$ cat src/rtl/joy_pkg.sv
// joy_pkg: shared phase, field-index and idle constants for the Sega pad reader
package joy_pkg;
  localparam logic [7:0] PH_SEL0 = 8'd0;
  localparam logic [7:0] PH_SEL1 = 8'd1;
  localparam logic [7:0] PH_SEL2 = 8'd2;
  localparam logic [7:0] PH_SEL3 = 8'd3;
  localparam logic [7:0] PH_SEL4 = 8'd4;
  localparam logic [7:0] PH_SEL5 = 8'd5;
  localparam logic [7:0] PH_SEL6 = 8'd6;
  localparam int F_RLDU = 0;
  localparam int F_CB   = 4;
  localparam int F_SA   = 6;
  localparam int F_MXYZ = 8;
  localparam logic [11:0] JOY_IDLE = 12'hFFF;
  typedef struct packed {
    logic p9;
    logic p6;
    logic right;
    logic left;
    logic down;
    logic up;
  } pins_t;
endpackage

$ cat src/rtl/sync_edge.sv
// sync_edge: 2-FF synchronizer with registered falling-edge detect, idle high
module sync_edge (
  input  logic clk,
  input  logic rst,
  input  logic d_i,
  output logic fall_o
);
  logic [2:0] s_q;
  always_ff @(posedge clk) s_q <= rst ? 3'b111 : {s_q[1:0], d_i};
  assign fall_o = s_q[2] & ~s_q[1];
endmodule

$ cat src/rtl/joy_sega6_reader.sv
// joy_sega6_reader: scans a Sega 3/6-button or Master System pad once per 256 hsync ticks
module joy_sega6_reader
  import joy_pkg::*;
(
  input  logic        clk_sys,
  input  logic        reset,
  input  logic        hs,
  input  logic        joy_up_i,
  input  logic        joy_down_i,
  input  logic        joy_left_i,
  input  logic        joy_right_i,
  input  logic        joy_p6_i,
  input  logic        joy_p9_i,
  output logic        joy_p7_o,
  output logic [11:0] joy_s,
  output logic        six_button,
  output logic        joy_valid
);
  logic        tick;
  pins_t       s1_q, s2_q;
  logic [7:0]  ph_q, ph_d;
  logic [11:0] s_d;
  logic [3:0]  dir;
  logic        p7_d, six_d, det_q, det_d, vld_d;
  sync_edge u_hs (.clk(clk_sys), .rst(reset), .d_i(hs), .fall_o(tick));
  assign dir = {s2_q.right, s2_q.left, s2_q.down, s2_q.up};
  always_ff @(posedge clk_sys) begin
    if (reset) begin
      s1_q       <= '1;
      s2_q       <= '1;
      ph_q       <= '0;
      joy_p7_o   <= 1'b1;
      joy_s      <= JOY_IDLE;
      six_button <= 1'b0;
      det_q      <= 1'b0;
      joy_valid  <= 1'b0;
    end else begin
      s1_q       <= {joy_p9_i, joy_p6_i, joy_right_i, joy_left_i, joy_down_i, joy_up_i};
      s2_q       <= s1_q;
      ph_q       <= ph_d;
      joy_p7_o   <= p7_d;
      joy_s      <= s_d;
      six_button <= six_d;
      det_q      <= det_d;
      joy_valid  <= vld_d;
    end
  end
  // select toggles low on even phases 0..6 and idles high for the rest of the frame
  always_comb begin
    ph_d  = tick ? ph_q + 8'd1 : ph_q;
    vld_d = tick && ph_q == PH_SEL6;
    p7_d  = tick ? 1'b1 : joy_p7_o;
    s_d   = joy_s;
    six_d = six_button;
    det_d = det_q;
    if (tick)
      case (ph_q)
        PH_SEL0, PH_SEL4: p7_d = 1'b0;
        PH_SEL1: p7_d = 1'b1;
        PH_SEL2: begin
          p7_d             = 1'b0;
          s_d[F_RLDU +: 4] = dir;
          s_d[F_CB +: 2]   = {s2_q.p9, s2_q.p6};
          det_d            = 1'b0;
        end
        PH_SEL3:
          if (!s2_q.left && !s2_q.right) s_d[F_SA +: 2] = {s2_q.p9, s2_q.p6};
          else s_d[F_CB +: 4] = {2'b11, s2_q.p9, s2_q.p6};
        PH_SEL5: det_d = det_q | (dir == 4'h0);
        PH_SEL6: begin
          p7_d             = 1'b0;
          s_d[F_MXYZ +: 4] = det_q ? dir : 4'hF;
          six_d            = det_q;
        end
        default: ;
      endcase
  end
endmodule

$ cat config.mk
export PLATFORM = sky130hd
export DESIGN_NAME = joy_sega6_reader
export DESIGN_NICKNAME = d
export VERILOG_FILES = /design/src/rtl/joy_pkg.sv /design/src/rtl/sync_edge.sv /design/src/rtl/joy_sega6_reader.sv
export SDC_FILE = /design/constraint.sdc
export NUM_CORES = 1
export LEC_CHECK = 0
export BUFFER_PORTS_ARGS = -buffer_cell sky130_fd_sc_hd__buf_4
export CORE_MARGIN = 4
export CORE_UTILIZATION = 30
export DETAILED_ROUTE_END_ITERATION = 6
export SLEW_MARGIN = 20
export SYNTH_ARGS = -nofsm -noshare
export SYNTH_HDL_FRONTEND = slang
export SYNTH_SLANG_ARGS = --single-unit
$ cat constraint.sdc
create_clock -name clk_sys -period 2.4 [get_ports clk_sys]
set_input_delay 0.12 -clock clk_sys [delete_from_list [all_inputs] [get_ports clk_sys]]
set_output_delay 0.12 -clock clk_sys [all_outputs]
set_load 0.005 [all_outputs]
==> results.md <==
- Vias in the first global route: 970
- Unrepaired setup endpoints after global routing: no
- PD cells: 649.5 nW/um2
- 1st-pass router iterations: 4
- Slew @ Worst Pin: 0.4636 ns
- Int Pwr: 1.006 mW
- R2r startpoint: ph_q[0]
- Tmin final: 1.585 ns
- Initial core utilization: 31.87%
- R2r setup slk: 0.81 ns
- Final core occ: 40.31%
- Sequential share of the synthesized area: 50.20%
- # port buffers: 23
- Worst-Skew Late Latency: 0.29 ns
- Final #Nets: 199
- R2R cell count: 4
- Final Hold Vio Count: 0
- Final ANT Viol Nets: 0
- Chip Width: 80 um
- Initial antenna violation count: 0
- Comb pwr share: 4.4%
- CTS root buf: clkbuf_8
- Synth cell types: 33
- Post-route DRC violation count: 0
- Crit path max fanout: 7
- Reg clk slew, reported paths: 0.08 ns
- Final number of setup-violating endpoints: 0
- Clk sinks: 39
- Layout cell share with drive strength beyond 1: 28.88%
- Total number of yosys warnings: 0
- Critical path launch point type: flop
- GPL Wtd Cong: 0.7943
- H-tree levels: 2
- Fin crit share: 66.06%
- Slew headroom: 69.10%
- WHS Path Cells: 2
- Synth top area cells: dfxtp_1, mux2i_1, or2_2
- Setup TNS: 0 ns
- CTS Buf Count: 5
- Yosys top cell area share: 50.20%
- First-pass GRT wire length: 4781 um
- DR WL/cell: 11.31 um
- Reg2Reg Capture Point: joy_s[5]
- Syn-to-layout area delta: 26.47%
- Syn Inst Count: 156
- Syn Area/Cell: 9.970 um2
- Leakage: 0.7849 nW
- Post-synth EDFFs: 0
- Grt ovf: 0
- WHS Endpoint: ph_q[2]
- Critical Path Sink Type: flop
- HPWL Detailed: 1935 um
- Critical path type: reg -> reg
- Status: finished, final reports clean
- CTS tree: built
- Die Y-Extent: 80 um
- FMAX: 630.8 MHz
- Required time of the critical path: 2.58 ns
- Via count: 1,122
- Synth Flop Type: dfxtp_1
- Worst Clk Skew: 0.003028 ns
- Overall Power: 1.277 mW
- Max cap viols: 0
- Tightest Hold Check Type: in -> reg
- Biggest area consumer among synthesized cells: dfxtp_1
- DR vias/cell: 4.417
- Clock power share: 43.1%
- Die area: 6400 um2
- GRT Util Overall: 9.750%
- Peak VDD IR: 0.3684 mV
- Antenna Cells: 0
- Synth Cell Area: 1555 um2
- Final wirelength: 2872 um
- Psw: 0.2718 mW
- Critical Path AT: 1.77 ns
- Sequential Power Share: 52.5%
- Switch share: 21.28%
- Synth async-reset ratio: 0%
- Largest net degree at the start of global routing: 54
- Post-synthesis register bit count: 39
- First-iteration detailed-routing DRC count: 47
- Ports: 24
- CTS Buffer Depth: 2
- Final max-slew violation count: 0
- Core Box Area: 4880 um2
- Syn nets: 169
- Min-delay src: reset
- Num rows: 25
## layout make-up
type | instances | area [um2]
clock buffer | 5 | 68.82
clock inverter | 3 | 46.29
fill | 504 | 2913
inverter | 4 | 15.01
multi-input combinational | 106 | 729.5
sequential | 39 | 780.7
tap | 67 | 83.83
timing repair buffer | 30 | 242.7
## per-stage QoR
| stage | worst slack (ns) | cells | hold WS (ns) | area (um2) |
|---|---|---|---|---|
| 2_1_floorplan | 0.9282 | 156 | 0.2238 | 1555 |
| 3_3_place_gp | 0.8738 | 239 | 0.3060 | 1782 |
| 3_5_place_dp | 0.8284 | 239 | 0.3077 | 1782 |
| 4_1_cts | 0.8117 | 250 | 0.002543 | 1927 |
| 5_1_grt | 0.7041 | 254 | 0.2847 | 1967 |
| 6_report | 0.8146 | 254 | 0.2569 | 1967 |
## layout by cell type, fill, tap and decap left out, types with 2 or more instances in the layout
cell type / instances
a21oi_1: 5
buf_4: 23
clkbuf_8: 5
dfxtp_1: 39
dlygate4sd3_1: 7
ha_1: 4
inv_1: 4
mux2i_1: 14
nand2_1: 2
nand2b_1: 2
nand3_1: 3
nand3b_1: 2
nor2_1: 24
nor3_1: 6
nor4_1: 4
o21ai_0: 3
o31ai_1: 2
or2_2: 15
or3_2: 3
or4_1: 3
## routing by layer
| metal | global-route usage (%) | up-vias | wire length, um | part of all wire (%) |
|---|---|---|---|---|
| met2 | 12.67 | 24 | 1256 | 44 |
| met1 | 13.72 | 502 | 1438 | 50 |
| met5 | 0 | - | 0 | 0 |
| li1 | - | 591 | - | - |
| met4 | 3.041 | 0 | 35 | 1.2 |
| met3 | 4.966 | 5 | 142 | 4.9 |
## how the worst max path moves through the flow
| stage | startpoint | to | slack [ns] | cells past startpoint |
|---|---|---|---|---|
| after floorplan | ph_q[0] | joy_s[4] | 0.93 | 4 |
| after global placement | ph_q[0] | joy_s[5] | 0.87 | 4 |
| after detailed placement | ph_q[0] | joy_s[4] | 0.83 | 4 |
| after CTS | ph_q[0] | joy_s[5] | 0.81 | 4 |
| after global routing | ph_q[2] | joy_s[1] | 0.70 | 3 |
| final | ph_q[0] | joy_s[5] | 0.81 | 4 |
## cell families after synthesis
kind of cell / synth area share, %
AOI/OAI and AO/OA: 5.148
xor gates and xnor gates: 1.127
adders and majority gates: 3.218
buffers and inverters: 2.896
DFF: 50.20
muxes: 9.010
and+or+nand+nor: 28.40
## synthesized netlist by cell type (all sizes together) (3+ instances only)
| master | instances |
|---|---|
| nand3 | 4 |
| or3 | 3 |
| nor4 | 4 |
| or2 | 15 |
| inv | 4 |
| o21ai | 3 |
| or4 | 3 |
| mux2i | 14 |
| dfxtp | 39 |
| a21oi | 5 |
| ha | 4 |
| nor2 | 24 |
| nor3 | 6 |
| clkbuf | 6 |
## state kept, by name, indices dropped and copies added, names as in the netlist, named ones only
| register | count |
|---|---|
| joy_s | 12 |
| dir | 4 |
| six_button | 1 |
| s2_q | 2 |
| joy_valid | 1 |
| u_hs.s_q | 3 |
| s1_q | 6 |
| ph_q | 8 |
| det_q | 1 |
## repair_timing
item / 4_1_cts / 5_1_grt
setup buffers: 0 / 0
endpoints found under the hold margin: 3 / 4
hold buffers: 3 / 4
gates resized for setup: 0 / 0
## critical path: stages, from the launching register on
cell and delay (ns):
dfxtp_1 0.45, ha_1 0.28, or3b_2 0.46, o2111a_1 0.16
mux2i_1 0.13
## power groups by stage
| stage | registers [mW] | clock network, mW | logic (mW) |
|---|---|---|---|
| after floorplan | 0.683 | 0 | 0.0330 |
| after global placement | 0.686 | 0 | 0.0477 |
| after detailed placement | 0.686 | 0 | 0.0481 |
| after CTS | 0.670 | 0.566 | 0.0520 |
| after global routing | 0.673 | 0.606 | 0.0640 |
| final | 0.670 | 0.551 | 0.0566 |
Power figures use the tool's default switching activity.
